[src/rtl/placement_readback.sv]
// Post-placement readback: walks every node id, reads its X/Y and the grid cell it claims,
// streams one record per node over valid/ready and counts inconsistent entries.
module placement_readback #(
    parameter int unsigned N       = 9,
    parameter int unsigned N_NODES = 128,
    parameter int unsigned POS_AW  = 7,
    parameter int unsigned GRID_AW = 12,
    parameter int unsigned W       = 32
) (
    input  logic                clk,
    input  logic                reset,
    input  logic                i_start,
    output logic                o_rd_pos,
    output logic [POS_AW-1:0]   o_addr_pos,
    input  logic signed [W-1:0] i_dout_px,
    input  logic signed [W-1:0] i_dout_py,
    output logic                o_rd_grid,
    output logic [GRID_AW-1:0]  o_addr_grid,
    input  logic signed [W-1:0] i_dout_grid,
    output logic                o_rec_valid,
    input  logic                i_rec_ready,
    output logic [W-1:0]        o_rec_node,
    output logic [W-1:0]        o_rec_x,
    output logic [W-1:0]        o_rec_y,
    output logic [1:0]          o_rec_flags,
    output logic                o_busy,
    output logic                o_done,
    output logic [W-1:0]        o_err_count
);

    localparam logic signed [W-1:0] LastCoord = W'(N - 1);
    localparam logic [POS_AW-1:0]   LastId    = POS_AW'(N_NODES - 1);
    localparam logic [GRID_AW-1:0]  GridN     = GRID_AW'(N);

    typedef enum logic [3:0] {
        StIdle,
        StRdPos,
        StWaitPos,
        StChk,
        StRdGrid,
        StWaitGrid,
        StGChk,
        StEmit,
        StDone
    } state_t;

    state_t              r_state;
    logic [POS_AW-1:0]   r_id;
    logic                r_need_grid;
    logic                r_rd_pos;
    logic [POS_AW-1:0]   r_addr_pos;
    logic                r_rd_grid;
    logic [GRID_AW-1:0]  r_addr_grid;
    logic                r_rec_valid;
    logic [W-1:0]        r_rec_node;
    logic [W-1:0]        r_rec_x;
    logic [W-1:0]        r_rec_y;
    logic [1:0]          r_rec_flags;
    logic                r_busy;
    logic                r_done;
    logic [W-1:0]        r_err_count;

    logic                w_x_unplaced;
    logic                w_y_unplaced;
    logic                w_x_in_range;
    logic                w_y_in_range;
    logic [GRID_AW-1:0]  w_grid_addr;
    logic [W-1:0]        w_id_ext;
    logic                w_grid_err;

    assign w_x_unplaced = (i_dout_px == {W{1'b1}});
    assign w_y_unplaced = (i_dout_py == {W{1'b1}});
    assign w_x_in_range = !i_dout_px[W-1] && (i_dout_px <= LastCoord);
    assign w_y_in_range = !i_dout_py[W-1] && (i_dout_py <= LastCoord);
    // Only meaningful when both coordinates are in range, so the low bits suffice.
    assign w_grid_addr  = i_dout_px[GRID_AW-1:0] * GridN + i_dout_py[GRID_AW-1:0];
    assign w_id_ext     = {{(W - POS_AW){1'b0}}, r_id};
    assign w_grid_err   = ($unsigned(i_dout_grid) != w_id_ext);

    always_ff @(posedge clk or posedge reset) begin
        if (reset) begin
            r_state     <= StIdle;
            r_id        <= '0;
            r_need_grid <= 1'b0;
            r_rd_pos    <= 1'b0;
            r_addr_pos  <= '0;
            r_rd_grid   <= 1'b0;
            r_addr_grid <= '0;
            r_rec_valid <= 1'b0;
            r_rec_node  <= '0;
            r_rec_x     <= '0;
            r_rec_y     <= '0;
            r_rec_flags <= 2'b00;
            r_busy      <= 1'b0;
            r_done      <= 1'b0;
            r_err_count <= '0;
        end else begin
            case (r_state)
                StIdle, StDone: begin
                    if (i_start) begin
                        r_state     <= StRdPos;
                        r_id        <= '0;
                        r_err_count <= '0;
                        r_busy      <= 1'b1;
                        r_done      <= 1'b0;
                        r_rd_pos    <= 1'b1;
                        r_addr_pos  <= '0;
                    end
                end
                StRdPos: begin
                    r_rd_pos <= 1'b0;
                    r_state  <= StWaitPos;
                end
                StWaitPos: r_state <= StChk;
                StChk: begin
                    r_rec_node <= w_id_ext;
                    r_rec_x    <= i_dout_px;
                    r_rec_y    <= i_dout_py;
                    if (w_x_unplaced || w_y_unplaced) begin
                        r_rec_flags <= {(i_dout_px != i_dout_py), 1'b0};
                        r_need_grid <= 1'b0;
                    end else if (!(w_x_in_range && w_y_in_range)) begin
                        r_rec_flags <= 2'b11;
                        r_need_grid <= 1'b0;
                    end else begin
                        r_rec_flags <= 2'b00;
                        r_need_grid <= 1'b1;
                        r_rd_grid   <= 1'b1;
                        r_addr_grid <= w_grid_addr;
                    end
                    // Grid stages are walked even without a read to keep a fixed 7-cycle cadence.
                    r_state <= StRdGrid;
                end
                StRdGrid: begin
                    r_rd_grid <= 1'b0;
                    r_state   <= StWaitGrid;
                end
                StWaitGrid: r_state <= StGChk;
                StGChk: begin
                    if (r_need_grid) begin
                        r_rec_flags <= {w_grid_err, 1'b1};
                    end
                    r_rec_valid <= 1'b1;
                    r_state     <= StEmit;
                end
                StEmit: begin
                    if (i_rec_ready) begin
                        r_rec_valid <= 1'b0;
                        if (r_rec_flags[1] && (r_err_count != {W{1'b1}})) begin
                            r_err_count <= r_err_count + 1'b1;
                        end
                        r_id <= r_id + 1'b1;
                        if (r_id == LastId) begin
                            r_busy  <= 1'b0;
                            r_done  <= 1'b1;
                            r_state <= StDone;
                        end else begin
                            r_rd_pos   <= 1'b1;
                            r_addr_pos <= r_id + 1'b1;
                            r_state    <= StRdPos;
                        end
                    end
                end
                default: r_state <= StIdle;
            endcase
        end
    end

    assign o_rd_pos    = r_rd_pos;
    assign o_addr_pos  = r_addr_pos;
    assign o_rd_grid   = r_rd_grid;
    assign o_addr_grid = r_addr_grid;
    assign o_rec_valid = r_rec_valid;
    assign o_rec_node  = r_rec_node;
    assign o_rec_x     = r_rec_x;
    assign o_rec_y     = r_rec_y;
    assign o_rec_flags = r_rec_flags;
    assign o_busy      = r_busy;
    assign o_done      = r_done;
    assign o_err_count = r_err_count;

endmodule

[config.mk]
export PLATFORM = sky130hd
export DESIGN_NAME = placement_readback
export DESIGN_NICKNAME = d
export VERILOG_FILES = /design/src/rtl/placement_readback.sv
export SDC_FILE = /design/constraint.sdc
export NUM_CORES = 1
export LEC_CHECK = 0
export CAP_MARGIN = 5
export CORE_MARGIN = 10
export CORE_UTILIZATION = 29
export CTS_CLUSTER_SIZE = 16
export DETAILED_ROUTE_END_ITERATION = 8
export GPL_ROUTABILITY_DRIVEN = 0
export RECOVER_POWER = 100
export SLEW_MARGIN = 30
export SYNTH_ARGS = -nofsm -noshare
export SYNTH_HDL_FRONTEND = slang
export SYNTH_SLANG_ARGS = --single-unit
[constraint.sdc]
create_clock -name clk -period 3.9 [get_ports clk]
set_input_delay 0.39 -clock clk [delete_from_list [all_inputs] [get_ports clk]]
set_output_delay 0.39 -clock clk [all_outputs]
set_load 0.01 [all_outputs]
==> results.cfg, run 1 <==
[run_status]
status = finished with violations
violations = capacitance limit, slew limit

[cells_and_area]
fin_util_pct = 41.64
fin_nets = 1106
multi_input_area_um2 = 3910
syn_to_final_growth_pct = 40.47
fill_cells = 2578
antennaDiodeCount = 0
drive_above_1_share_pct = 12.06
seqCellArea_um2 = 3528
fin_area_um2 = 10940

[clocking]
cts_made_buffers = 17
cts_buffer_depth = 2
htreeDepth = 4
clkTransAtPathRegs_ns = 0.06
cts_tree = done
cts.root.buffer_cell = clkbuf_16
clk_latency_ns = 0.42
cts_sinks = 141
ctsHoldBuffers = 0
cts_resized = 0
post_cts_buffers = 0

[routing]
drtIter0Drc = 303
route.vias.total = 6543
postRouteWirelength_um = 26310
drc = 0
drt-pass1-iter-count = 4
vias_per_cell = 4.949
postRouteAntennaNets = 0
wl_per_cell_um = 19.90

[critical_path]
cp.arrival_ns = 3.55
crit_cells = 6
critPathMaxFanout = 17
crit_path_max_incr_delay_ns = 0.71
critical_path_required_ns = 4.26
cp_num_buf_inv = 0
cpMostUsedCell = or4_1
worst_path_max_delay_cell = o21ai_0
reg2reg_depth = 6
critPathKind = register to register
critPathLaunchType = register
worstPathCellList = nand4b_1 > o21ai_0 > nand2_4 > or4_1 > or4_1 > nand2_1
critPathCaptureType = register
crit_family = simple AND/OR/NAND/NOR gates

[synthesis]
async_flop_share_pct = 100.0
synth_edf_count = 0
synth_area_leaders = dfrtp_1 45%, mux2_2 11%, xor2_1 4.6%, ha_1 3.9%, xnor2_1 3.7%
syn_area_per_cell_um2 = 10.44
synth-xor-area-share_pct = 8.319
synth_common_cells = 141 x dfrtp_1, 74 x mux2_2, 51 x nand2_1
synth-adder-area-share_pct = 5.910
synth_top_family_by_area = simple AND/OR/NAND/NOR gates
synth.top_cell.area_share_pct = 45.29
synth-compound-area-share_pct = 6.873
synth_mux_area_share_pct = 11.08
synthesis.area_um2 = 7791
synthFlopType = dfrtp_1
ys_ff_latch = 141
ys_types = 59
synth_most_common_cell = dfrtp_1
netlist_instances = 746
synth_largest_area_cell = dfrtp_1
synth-simple-area-share_pct = 16.69
ys_seq_area_share_pct = 45.29
yosysWarnings = 0

[power]
power_density_nw_per_um2 = 570.8
ir_drop_mv = 0.2931
combPwrFrac_pct = 37.9
p_clk_share_pct = 26.6
power_leakage_nw = 4.776
p_switching_mw = 2.149
p_int_mw = 4.098
p_seq_share_pct = 35.6
switching_share_pct = 34.40

[sta]
finClkSkew_ns = 0.01015
finalHoldViolCount = 0
finalSetupViolCount = 0
rsz0062_at_grt = false
finalCritPeriodShare_pct = 81.86
slew_headroom_pct = -32.90
fmax_mhz = 313.2
period_minus_slack_ns = 3.193
tns_ns = 0
drv_slew = 137
worst_pin_slew_ns = 1.994

[die]
initial_core_util_pct = 29.65
num_rows = 59
fp.dieW_um = 183.9
die_h_um = 183.9
num_io_pins = 254
die_area_um2 = 33820
core_region_area_um2 = 26280

[global_routing]
grt_max_degree = 77
grtUsageTotal_pct = 15.34
grt.overflow.total = 0
grt_pass1_vias = 6973
grt_antenna_before_repair = 0
grt_pass1_wl_um = 40450

[min_path]
hold_path.class = register to register
holdPathStages = 1

[flow_run]
timing.max_cap.violations = 2

[placement]
portBuffers = 228
hpwl_um = 20410
place_area_um2 = 10390
## placed cells by master, fill, tap and decap left out, drive strengths merged, types with 3 or more instances in the layout
| master | Yosys | layout |
|---|---|---|
| a211oi | 3 | 3 |
| a21o | 5 | 5 |
| a21oi | 13 | 13 |
| a31oi | 3 | 3 |
| and2 | 3 | 3 |
| and3 | 6 | 6 |
| and4 | 6 | 6 |
| buf | 37 | 4 |
| clkbuf | 14 | 22 |
| clkdlybuf4s50 | 0 | 95 |
| clkinv | 0 | 4 |
| conb | 1 | 25 |
| dfrtp | 141 | 141 |
| dlygate4sd3 | 0 | 133 |
| fa | 8 | 8 |
| ha | 24 | 24 |
| inv | 42 | 49 |
| mux2 | 74 | 74 |
| mux2i | 3 | 3 |
| nand2 | 52 | 52 |
| nand2b | 4 | 4 |
| nand3 | 14 | 14 |
| nand4 | 34 | 34 |
| nor2 | 50 | 50 |
| nor3 | 15 | 15 |
| nor4 | 40 | 40 |
| nor4b | 4 | 4 |
| o2111ai | 3 | 3 |
| o21ai | 35 | 35 |
| o21bai | 3 | 3 |
| o31ai | 4 | 4 |
| or3 | 4 | 4 |
| or4 | 3 | 3 |
| xnor2 | 33 | 33 |
| xor2 | 41 | 41 |
## worst register-to-register path, stage by stage, from the launching register on
cell and delay, ns:
dfrtp_1 0.64, nand4b_1 0.43, o21ai_0 0.71, nand2_4 0.24, or4_1 0.61, or4_1 0.43
nand2_1 0.08
## through the flow
stage / setup WS (ns) / power [mW] / instances / hold slack (ns)
6_report: 0.7073 / 6.247 / 1322 / 0.4743
4_1_cts: 1.057 / 6.512 / 1321 / 0.4856
2_1_floorplan: 1.402 / 3.441 / 770 / 0.5063
3_3_place_gp: 0.7037 / 4.779 / 1289 / 0.4619
5_1_grt: 0.5121 / 6.626 / 1322 / 0.5125
3_5_place_dp: 0.6065 / 4.800 / 1289 / 0.4664
## registers in the layout (all words and copies together) (netlist names)
signal       count
o_done           1
r_id             7
o_rec_flags      2
r_need_grid      1
o_rd_pos         1
r_state          4
o_addr_pos       7
o_rec_valid      1
o_busy           1
o_err_count     32
o_rd_grid        1
o_addr_grid     12
o_rec_x         32
o_rec_node       7
o_rec_y         32
## cell type report
class / instances / area share (%)
clock inverter: 14 / 1.338
inverter: 42 / 1.452
sequential: 141 / 32.24
tap: 335 / 3.830
multi-input combinational: 536 / 35.73
clock buffer: 18 / 4.013
timing repair buffer: 236 / 21.40
## metal layers
metal	global-route usage, %	up-vias	share of wire, %
met2	24.52	276	46
met4	6.162	0	2.5
met1	17.29	3128	40
met5	0	-	0
met3	7.332	46	12
li1	-	3093	-
## final timing paths
| path | start | endpoint | slack (ns) |
|---|---|---|---|
| worst max-delay path | r_state[2] | o_err_count[19] | 0.71 |
| worst min-delay path | o_rec_valid | o_rec_valid | 0.47 |
| worst max register to register | r_state[2] | o_err_count[19] | 0.71 |
| worst min register to register | o_rec_valid | o_rec_valid | 0.47 |
| max in group asynchronous | reset | o_err_count[21] | 1.44 |
| min in group asynchronous | reset | o_addr_grid[11] | 0.54 |
## power by group through the flow
stage	registers [mW]	clock network, mW	logic, mW
after global routing	2.29	1.76	2.58
after floorplan	2.37	0	1.07
after global placement	2.24	0	2.53
after detailed placement	2.26	0	2.54
after CTS	2.25	1.71	2.55
final	2.22	1.66	2.37
## logic make-up (layout without fill, tap and decap cells)
family | Yosys count | after routing
xor+xnor | 74 | 74
buf+inv | 93 | 310
compound gates | 84 | 84
other cells | 1 | 25
mux | 77 | 77
fa+ha+maj | 32 | 32
simple gates | 244 | 244
flops | 141 | 141
No activity file was read; power rests on OpenSTA's default activity.
==> run 2: changes to the inputs <==
==> constraint.sdc (replaced) <==
create_clock -name clk -period 3.3 [get_ports clk]
set_input_delay 0.33 -clock clk [delete_from_list [all_inputs] [get_ports clk]]
set_output_delay 0.33 -clock clk [all_outputs]
set_load 0.01 [all_outputs]
==> run 2 against run 1 <==
Net effect:
- the run still ends with capacitance limit, slew limit left
- largest cell class unchanged
- sequential share of layout area decreased by 0.49 points
- critical endpoint is now o_rec_x[29]
- register-to-register slack worse by 0.33 ns
- routed wire length is 0.55% lower
- largest power group unchanged
- final cell count is 1.5% higher
- die area did not move
==> results.cfg, run 2 (synthesized netlist as in run 1, its figures left out) <==
[sta]
fmax_mhz = 341.6
worst_pin_slew_ns = 2.039
drv_slew = 142
slew_headroom_pct = -35.92
rsz0062_at_grt = false
period_minus_slack_ns = 2.927
finalCritPeriodShare_pct = 88.70
finalHoldViolCount = 0
tns_ns = 0
finalSetupViolCount = 0
layout_setup_ws_ns = 0.3729
finClkSkew_ns = 0.01122

[cells_and_area]
fill_cells = 2554
drive_above_1_share_pct = 13.70
syn_to_final_growth_pct = 42.62
multi_input_area_um2 = 3899
fin_nets = 1126
seqCellArea_um2 = 3528
layout_commonest_cell = dfrtp_1
antennaDiodeCount = 0
layout_common_cells = 141 x dfrtp_1, 131 x dlygate4sd3_1, 97 x clkdlybuf4s50_1
instances_no_fill = 1342

[flow_run]
timing.max_cap.violations = 1

[clocking]
clkTransAtPathRegs_ns = 0.08
cts_buffer_depth = 2
htreeDepth = 4
cts_resized = 0
post_cts_buffers = 0
cts_made_buffers = 17
clk_latency_ns = 0.43
cts.root.buffer_cell = clkbuf_16
cts_sinks = 141
ctsHoldBuffers = 0
cts_tree = done

[global_routing]
grt_pass1_wl_um = 40100
grt_max_degree = 142
grt_pass1_vias = 6913
grt.overflow.total = 0
grtUsageTotal_pct = 15.22
grt_antenna_before_repair = 0

[critical_path]
rr_startpoint = r_state[0]
critical_path_required_ns = 3.61
worstPathCellList = nor4bb_1 > clkbuf_4 > mux2_2
r2r-end = o_rec_x[29]
crit_path_max_incr_delay_ns = 0.98
critPathLaunchType = register
critPathMaxFanout = 76
cp.arrival_ns = 3.24
r2r_slack_ns = 0.37
critPathCaptureType = register
reg2reg_depth = 3
worst_path_max_delay_cell = clkbuf_4
critPathKind = register to register

[power]
ir_drop_mv = 0.3915
power_leakage_nw = 4.874
power_density_nw_per_um2 = 670.6

[min_path]
min_to = o_addr_pos[6]
hold_start = o_addr_pos[6]
hold_path.class = register to register
holdPathStages = 2

[die]
num_rows = 59
initial_core_util_pct = 29.65
die_h_um = 183.9
die_area_um2 = 33820
core_region_area_um2 = 26280
fp.dieW_um = 183.9
num_io_pins = 254

[routing]
postRouteWirelength_um = 26170
wl_per_cell_um = 19.50
vias_per_cell = 4.919
route.vias.total = 6601
postRouteAntennaNets = 0
drtIter0Drc = 405
drc = 0
drt-pass1-iter-count = 5

[placement]
pre_cts_slack_ns = 0.1485
placed_cells = 1310
portBuffers = 228
hpwl_um = 20560

[run_status]
status = finished with violations
violations = capacitance limit, slew limit
## run 2: cell count changes in the layout (fill, tap and decap cells not counted), moves of 2 or more
cell / before / now
clkinv_8: 0 / 4
inv_8: 3 / 5
clkinv_4: 3 / 0
dlygate4sd3_1: 133 / 131
clkdlybuf4s50_1: 95 / 97
buf_4: 3 / 24
clkbuf_2: 2 / 0
clkbuf_4: 0 / 2
## run 2: area by class of cell
cell class | count | share of cell area, %
Inverter | 42 | 1.453
Tap cell | 335 | 3.772
Clock inverter | 15 | 1.745
Multi-Input combinational cell | 536 | 35.09
Sequential cell | 141 | 31.75
Clock buffer | 17 | 3.828
Timing Repair Buffer | 256 | 22.36
## run 2: metal layers
metal  part of all wire (%)  vias up  track usage [%]
met3                     12       20            7.767
met4                    1.0        0            4.392
met2                     46      253            24.52
li1                       -     3138                -
met1                     41     3190            17.33
met5                      0        -                0
## run 2: stage by stage
| step | hold slack, ns | power [mW] | area [um^2] | utilization, % |
|---|---|---|---|---|
| floorplan | 0.4817 | 4.067 | 7885 | - |
| global placement | 0.4626 | 5.691 | 10550 | 40.15 |
| detailed placement | 0.4688 | 5.721 | 10550 | 40.15 |
| CTS | 0.4876 | 7.789 | 11170 | 42.51 |
| global route | 0.5065 | 7.905 | 11110 | 42.28 |
| finish | 0.4732 | 7.451 | 11110 | 42.28 |
## run 2: critical path, delay by kind of cell (launching register included)
kind                   cells  cell delay (ns)
buffers and inverters      1             0.98
AND/OR/NAND/NOR            1             0.68
flip-flops                 1             0.63
multiplexers               1             0.43
## run 2: how the worst max path moves through the flow
stage / from / to / slack [ns] / cells after the start
2_1_floorplan: o_err_count[0] / o_err_count[19] / 0.84 / 8
3_3_place_gp: i_dout_px[5] / o_addr_grid[11] / 0.21 / 12
3_5_place_dp: i_dout_px[5] / o_addr_grid[11] / 0.15 / 12
4_1_cts: o_err_count[0] / o_err_count[21] / 0.52 / 7
5_1_grt: r_state[0] / o_err_count[21] / 0.19 / 7
6_report: r_state[0] / o_rec_x[29] / 0.37 / 3
## run 2: report_power, final
group	internal, mW	switching (mW)
Combinational	1.50	1.32
Clock	1.10	0.930
Sequential	2.25	0.353
Total	4.85	2.60
==> run 3: changes to the inputs <==
--- a/config.mk
+++ b/config.mk
@@ -7,10 +7,11 @@
 export LEC_CHECK = 0
 export CAP_MARGIN = 5
 export CORE_MARGIN = 10
-export CORE_UTILIZATION = 29
+export CORE_UTILIZATION = 47
 export CTS_CLUSTER_SIZE = 16
 export DETAILED_ROUTE_END_ITERATION = 8
 export GPL_ROUTABILITY_DRIVEN = 0
+export PLACE_DENSITY = 0.81
 export RECOVER_POWER = 100
 export SLEW_MARGIN = 30
 export SYNTH_ARGS = -nofsm -noshare
==> run 3 against run 2 <==
Net effect:
- the flow now finishes without violations
- highest routed layer unchanged
- flip-flop and latch count stayed put
- largest power group unchanged
- total power decreased by 1.2%
- critical path type is now primary input to register
- count of clock-buffer cells in the layout grew 2
- fmax increased by 0.82%
- combinational power fell by 2%
- largest cell class unchanged
- first-iteration DRC count decreased by 7.9%
- register-to-register slack improved by 0.14 ns
- global-route usage is 6.1 points higher
==> results.cfg, run 3 (synthesized netlist as in run 1, its figures left out) <==
[critical_path]
critPathLaunchType = primary input
worst_path_max_delay_cell = clkdlybuf4s50_1
critPathMaxFanout = 6
crit_path_max_incr_delay_ns = 0.61
critical_path_required_ns = 3.63
critPathCaptureType = register
worstPathCellList = clkdlybuf4s50_1 > ha_1 > inv_1 > fa_1 > inv_1 > ha_1 > nor3_1 > o21ai_0 > a311oi_1 > o21bai_1 > xnor2_1 > o21ai_0
r2r_slack_ns = 0.51
critPathKind = primary input to register
crit_family = adder cells
cp.arrival_ns = 3.24
cp_num_buf_inv = 3

[die]
initial_core_util_pct = 47.49
num_rows = 47
die_h_um = 148.8
fp.dieW_um = 148.8
die_area_um2 = 22130
core_region_area_um2 = 16410
num_io_pins = 254

[routing]
vias_per_cell = 5.514
postRouteWirelength_um = 24160
drt-pass1-iter-count = 5
route.vias.total = 6744
drtIter0Drc = 373
wl_per_cell_um = 19.76
drc = 0
postRouteAntennaNets = 0

[sta]
worst_pin_slew_ns = 1.291
hold_ws_ns = 0.4707
finalCritPeriodShare_pct = 87.98
drv_slew = 0
period_minus_slack_ns = 2.903
finalSetupViolCount = 0
slew_headroom_pct = 13.43
finalHoldViolCount = 0
fmax_mhz = 344.4
layout_setup_ws_ns = 0.3967
finClkSkew_ns = 0.007375
tns_ns = 0
rsz0062_at_grt = false

[clocking]
ctsHoldBuffers = 0
htreeDepth = 4
clkTransAtPathRegs_ns = 0.06
cts.root.buffer_cell = clkbuf_16
cts_tree = done
cts_sinks = 141
cts_buffer_depth = 2
clk_latency_ns = 0.42
cts_made_buffers = 17
cts_resized = 0
post_cts_buffers = 0

[global_routing]
grt_pass1_vias = 6890
grtUsageTotal_pct = 21.37
grt_pass1_wl_um = 37590
grt_antenna_before_repair = 0
grt.overflow.total = 0
grt_max_degree = 74

[cells_and_area]
drive_above_1_share_pct = 12.96
layout_common_cells = 141 x dfrtp_1, 131 x dlygate4sd3_1, 97 x clkdlybuf4s50_1
fin_area_um2 = 10940
antennaDiodeCount = 0
fin_nets = 1123
fill_cells = 1264
syn_to_final_growth_pct = 40.36
seqCellArea_um2 = 3528
layout_commonest_cell = dfrtp_1
multi_input_area_um2 = 3906

[placement]
portBuffers = 228
place_area_um2 = 10390
pre_cts_slack_ns = 0.07385
hpwl_um = 18680

[flow_run]
timing.max_cap.violations = 0

[power]
p_seq_share_pct = 35.5
p_switching_mw = 2.409
total_power_mw = 7.364
power_leakage_nw = 4.861
p_int_mw = 4.955
p_clk_share_pct = 26.8
switching_share_pct = 32.71
combPwrFrac_pct = 37.7
ir_drop_mv = 0.4679
power_density_nw_per_um2 = 673.4

[run_status]
status = completed

[min_path]
hold_path.class = register to register
==> run 3: cell types whose count changed in the layout (fill, tap and decap cells not counted), sizes merged <==
cell	before	now
clkinv	4	5
inv	50	45
buf	24	19
bufinv	1	3
clkinvlp	2	1
clkbuf	21	25
==> run 3: metal layers <==
layer | vias to the layer above | global-route usage [%] | part of all wire, %
met3 | 52 | 8.647 | 10
li1 | 3126 | - | -
met2 | 324 | 35.86 | 48
met5 | - | 0 | 0
met1 | 3242 | 24.10 | 38
met4 | 0 | 7.655 | 2.9
==> run 3: area by class of cell <==
class | instances | share of cell area, %
multi-input combinational | 536 | 35.72
sequential | 141 | 32.27
timing repair buffer | 253 | 22.52
clock buffer | 19 | 4.050
tap | 220 | 2.517
clock inverter | 12 | 1.476
inverter | 42 | 1.453
==> run 3: stage by stage <==
| step | util (%) | cells |
|---|---|---|
| 2_1_floorplan | - | 770 |
| 3_3_place_gp | 63.30 | 1192 |
| 3_5_place_dp | 63.30 | 1192 |
| 4_1_cts | 66.98 | 1223 |
| 5_1_grt | 66.65 | 1223 |
| 6_report | 66.65 | 1223 |
==> run 3: worst paths after layout <==
path / start / end / depth (start not counted)
min in group asynchronous: reset / o_err_count[2] / 2
hold reg to reg: o_addr_grid[2] / o_addr_grid[2] / 2
setup reg to reg: r_state[0] / o_rec_y[2] / 3
hold / removal: o_addr_grid[2] / o_addr_grid[2] / 2
setup / recovery: i_dout_px[3] / o_addr_grid[10] / 12
max in group asynchronous: reset / o_rec_flags[1] / 3
==> run 3: worst min-delay path: stages (launching register included) <==
cell and delay, ns:
dfrtp_1 0.34, nand2_1 0.04, o21ai_0 0.06
==> run 3: power by group through the flow <==
| stage | Combinational (mW) | Sequential [mW] | Clock (mW) |
|---|---|---|---|
| after floorplan | 1.27 | 2.80 | 0 |
| after detailed placement | 2.98 | 2.66 | 0 |
| after global routing | 2.99 | 2.69 | 2.10 |
| final | 2.77 | 2.62 | 1.97 |
| after CTS | 3.02 | 2.64 | 2.01 |
| after global placement | 2.94 | 2.63 | 0 |
==> RTL change 1 (config.mk and constraints of run 1) <==
Change the parameter `GRID_AW` from 12 to 13.
--- a/src/rtl/placement_readback.sv
+++ b/src/rtl/placement_readback.sv
@@ -6,3 +6,3 @@
     parameter int unsigned POS_AW  = 7,
-    parameter int unsigned GRID_AW = 12,
+    parameter int unsigned GRID_AW = 13,
     parameter int unsigned W       = 32
Interface: changed (resized o_addr_grid); port bits go from 254 to 255. No check against the original RTL was run, so the function may have changed too.
==> RTL change 1 against run 1 <==
Sequential cell count increased by 1; the flow still finishes with violations (capacitance limit, slew limit); synthesized cell count grew 23%; worst setup slack better by 0.051 ns; clock skew grew 0.0030 ns; routed wire length is 10% higher; combinational power increased by 3%; sequential share of layout area is 0.59 points lower; non-clock buffer count unchanged; cell count up 16%; total power is 2.5% higher; utilization shrank 1.2 points; design area grew 2.6%; synthesized area grew 4.5%.
==> RTL change 1: results (changes against run 1) <==
M1 WL=11.8 mm (+11%); measured slew at the worst slew-check pin=2.16 ns (+0.171 ns); Pleak=5.28 nW (+11%); Max-Cap Viols=2 (unchanged); CP top delay family=compound AO/OA/AOI/OAI gates; Slew Viols, Final=225 (+64%); failing checks=capacitance limit, slew limit; Seq/Total Area, Yosys=0.436 (-0.0166); post-synthesis mux area share=0.00922 (-0.102); XOR/XNOR Fraction of Synth Area=0.0710 (-0.0122); Total GRT Usage=0.161 (+0.00778); Post-Route WL=29.0 mm (+10%); status=finished, violations left; initial antenna violation count=1 (+1); initial DRC count=433 (+43%); Synth Area in Compound Gates=0.0877 (+0.0190); Post-DP Area=10700 um^2 (+3.3%); via/cell ratio=4.84 (-2.3%); Hold Crit Start=o_rec_x[1]; Fillers=2840 (+10%); met2 wire length=13.8 mm (+15%); global-route wire length before repair=45.1 mm (+12%); crit path DAT=3.44 ns (-0.11 ns); Std-Cell Rows=61 (+3.4%); Max VDD drop=0.000343 V (+17%); CP max stage cell=a211oi_1; largest net degree at the start of global routing=143 (+86%); crit-path max FO=34 (+17); layout cells sized above 1=0.0495 (-0.0710); Initial DRT Pass Iterations=5 (+1); hold depth=2 (+1); Distinct cells, synth=63 (+6.8%); top routing layer in use=met5; Endpoint, Worst Hold=o_rec_x[1]; vias in the first global route=7661 (+9.9%)
## RTL change 1: cell count changes in the layout (fill, tap and decap cells not counted), moves of 8 or more
| cell | before | now |
|---|---|---|
| a21oi_1 | 13 | 23 |
| inv_1 | 41 | 49 |
| mux2_2 | 74 | 4 |
| nand2_1 | 51 | 250 |
## RTL change 1: tightest hold or removal path, delay by kind of cell, from the launching register on
kind | cells | cell delay, ns
DFF | 1 | 0.34
and+or+nand+nor | 2 | 0.10
## RTL change 1: cell type report
cell class | instances | area, um^2 | area share
clock buffer | 19 | 453 | 0.0403
tap | 378 | 473 | 0.0421
inverter | 50 | 191 | 0.0170
timing repair buffer | 236 | 2340 | 0.208
multi-input combinational | 691 | 4050 | 0.360
sequential | 142 | 3550 | 0.316
clock inverter | 13 | 170 | 0.0152
## RTL change 1: metal layers
metal	vias up	global-route usage
li1	3546	-
met1	3548	0.187
met2	262	0.260
met3	39	0.0701
met4	2	0.0560
met5	-	0
## RTL change 1: cell families after synthesis
group | after synthesis
AOI/OAI and AO/OA | 111
DFF | 142
adders and majority gates | 35
muxes | 7
xor gates and xnor gates | 66
and+or+nand+nor | 447
buffers and inverters | 111
other | 1
## RTL change 1: worst max-delay path by stage
stage	start	cells past startpoint	endpoint
detailed placement	i_dout_px[6]	11	o_addr_grid[12]
finish	r_state[2]	6	o_err_count[18]
global placement	i_dout_px[6]	11	o_addr_grid[12]
global route	r_state[2]	6	o_err_count[18]
floorplan	i_dout_px[3]	10	o_addr_grid[12]
CTS	i_dout_px[6]	11	o_addr_grid[12]
## RTL change 1: where the power goes
group          internal [mW]  total (mW)  switching (mW)
sequential              1.92        2.24           0.325
clock                   1.01        1.73           0.727
combinational           1.07        2.43            1.36
## RTL change 1: through the flow
stage / power (mW) / setup slack (ns) / instances
after CTS: 6.72 / 0.916 / 1529
final: 6.40 / 0.758 / 1529
after floorplan: 3.52 / 1.27 / 944
after global routing: 6.87 / 0.453 / 1529
after global placement: 4.90 / 0.508 / 1497
after detailed placement: 4.94 / 0.466 / 1497
==> RTL change 2 (config.mk and constraints of run 1) <==
Without the edit above. Put one more register stage on the output `o_rec_flags`, without a reset. The value now appears one clock later. The other outputs are not delayed to match.
--- a/src/rtl/placement_readback.sv
+++ b/src/rtl/placement_readback.sv
@@ -176,3 +176,5 @@
     assign o_rec_y     = r_rec_y;
-    assign o_rec_flags = r_rec_flags;
+    always_ff @(posedge clk) begin
+        o_rec_flags <= r_rec_flags;
+    end
     assign o_busy      = r_busy;
Check against the original RTL: same outputs for any inputs over 4 cycles, from zero or initial values and one cycle with reset high; that may be too few to reach the edited logic, so the function may still have changed.
==> RTL change 2 against run 1 <==
Total power rose by 1.8%; sequential cell count rose by 2; worst setup slack barely moved; non-clock buffer count rose by 4; design area rose by 0.63%; critical path depth rose by 1; synthesized area rose by 1.6%; routed wire length fell by 0.45%; first-iteration DRC count rose by 22%; the flow still finishes with violations (capacitance limit, slew limit); via count fell by 0.75%; clock skew rose by 0.0030 ns.
==> RTL change 2: results (changes against run 1) <==
post-layout net count=1092 (-1.3%); crit path DAT=3.48 ns (-0.07 ns); Initial DRT Pass Iterations=5 (+1); Num CTS Buffers=17 (unchanged); post-CTS setup buffers=0 (unchanged); CP max stage cell=or4_1; DRC Markers=0 (unchanged); Root Buffer=clkbuf_16; latest clock arrival within the worst-skew pair=0.42 ns (about the same); via/cell ratio=4.94 (-0.14%); crit-path max FO=14 (-3); Min-Delay Path Class=reg2reg; Post-Route WL=26.2 mm (-0.45%); status=finished, violations left; CP top delay family=simple AND/OR/NAND/NOR gates; Post-synth ARST share=0.986 (-0.0140); slowest stage delay, CP=0.62 ns (-0.09 ns); ant diodes=0 (unchanged); Clock Tree Buf Depth=2 (unchanged); Mapped Cells=724 (-2.9%); Reg clk slew, reported paths=roughly 0.07 ns; Total GRT Usage=0.150 (-0.00334); Max-Cap Viols=2 (unchanged); layout cells sized above 1=0.125 (+0.00482); clk_skew=0.0132 ns (+0.00305 ns); internal power=4.15 mW (+1.3%); initial DRC count=371 (+22%); largest net degree at the start of global routing=77 (unchanged); placed insts=1281 (-0.62%); port bufs=228 (unchanged); Rel. slew slack=-0.0321 (+0.297); failing checks=capacitance limit, slew limit; initial antenna violation count=0 (unchanged); Top FF cell, synth=dfrtp_1; Pleak=4.85 nW (+1.5%); H-tree depth=4 (unchanged); largest cells by area after synthesis=dfrtp_1 (45%), mux2_2 (11%), xnor2_1 (4.6%); Seq/Total Area, Yosys=0.451 (-0.00203); Vias=6494 (-0.75%); global-route wire length before repair=39.8 mm (-1.7%); Synth top cells by count=dfrtp_1 (141), mux2_2 (75), nor2_1 (50); vias in the first global route=6801 (-2.5%); Slew Viols, Final=54 (-61%); Fillers=2669 (+3.5%); HPWL after DPL=20.3 mm (-0.65%); Max VDD drop=0.000311 V (+6.0%); Synth Warn #=0 (unchanged); Post-CTS Resized=0 (unchanged); Distinct cells, synth=68 (+15%)
## RTL change 2: cell count changes in the layout (fill, tap and decap cells not counted), sizes merged, moves of 4 or more
cell / before / now
nand2: 52 / 35
nor3: 15 / 8
nand2b: 4 / 0
and3: 6 / 10
xor2: 41 / 30
o21ai: 35 / 26
mux2: 74 / 82
nand4: 34 / 42
xnor2: 33 / 42
nor2b: 1 / 5
o211ai: 2 / 8
nor4: 40 / 29
nand3: 14 / 9
## RTL change 2: power by group through the flow
stage | Combinational (mW) | Clock, mW | Sequential, mW
global route | 2.65 | 1.78 | 2.35
finish | 2.41 | 1.67 | 2.28
CTS | 2.63 | 1.73 | 2.30
global placement | 2.60 | 0 | 2.30
floorplan | 1.15 | 0 | 2.41
detailed placement | 2.61 | 0 | 2.31
## RTL change 2: layout make-up
class                           count  area (um^2)  area share
Multi-Input combinational cell    515         3900       0.354
Sequential cell                   143         3570       0.324
Inverter                           43          163      0.0148
Timing Repair Buffer              240         2370       0.215
Tap cell                          341          427      0.0387
Clock inverter                     14          148      0.0134
Clock buffer                       18          439      0.0399
## RTL change 2: path summary, 6_finish.rpt
check,startpoint,end,slack [ns],depth (start not counted)
min in group asynchronous,reset,o_err_count[23],0.46,2
max in group asynchronous,reset,o_rec_node[1],1.05,4
worst min register to register,r_rec_flags[0],o_rec_flags[0],0.36,0
worst max register to register,r_state[0],o_rec_y[23],0.80,4
worst min-delay path,r_rec_flags[0],o_rec_flags[0],0.36,0
worst max-delay path,i_dout_py[19],o_addr_grid[11],0.71,7
## RTL change 2: cell families (layout without fill, tap and decap cells)
group,count (synthesis),after routing,synth area share
xor+xnor,72,72,0.0797
flops,143,143,0.451
compound gates,86,86,0.0751
mux,85,85,0.124
buf+inv,90,315,0.0575
other cells,1,25,0.000474
fa+ha+maj,32,32,0.0582
simple gates,215,215,0.154
## RTL change 2: layer usage
layer,GRT usage,part of all wire
met5,0,0
met4,0.0436,0.016
met3,0.0809,0.13
met2,0.233,0.45
met1,0.175,0.40
## RTL change 2: per-stage QoR
step	util	hold slack [ns]	cell area [um^2]	setup slack, ns	power, mW
final	0.410	0.363	11000	0.707	6.36
after global placement	0.392	0.358	10500	0.444	4.90
after CTS	0.413	0.373	11100	0.806	6.65
after global routing	0.410	0.395	11000	0.529	6.79
after floorplan	-	0.348	8010	1.18	3.56
after detailed placement	0.392	0.355	10500	0.356	4.92
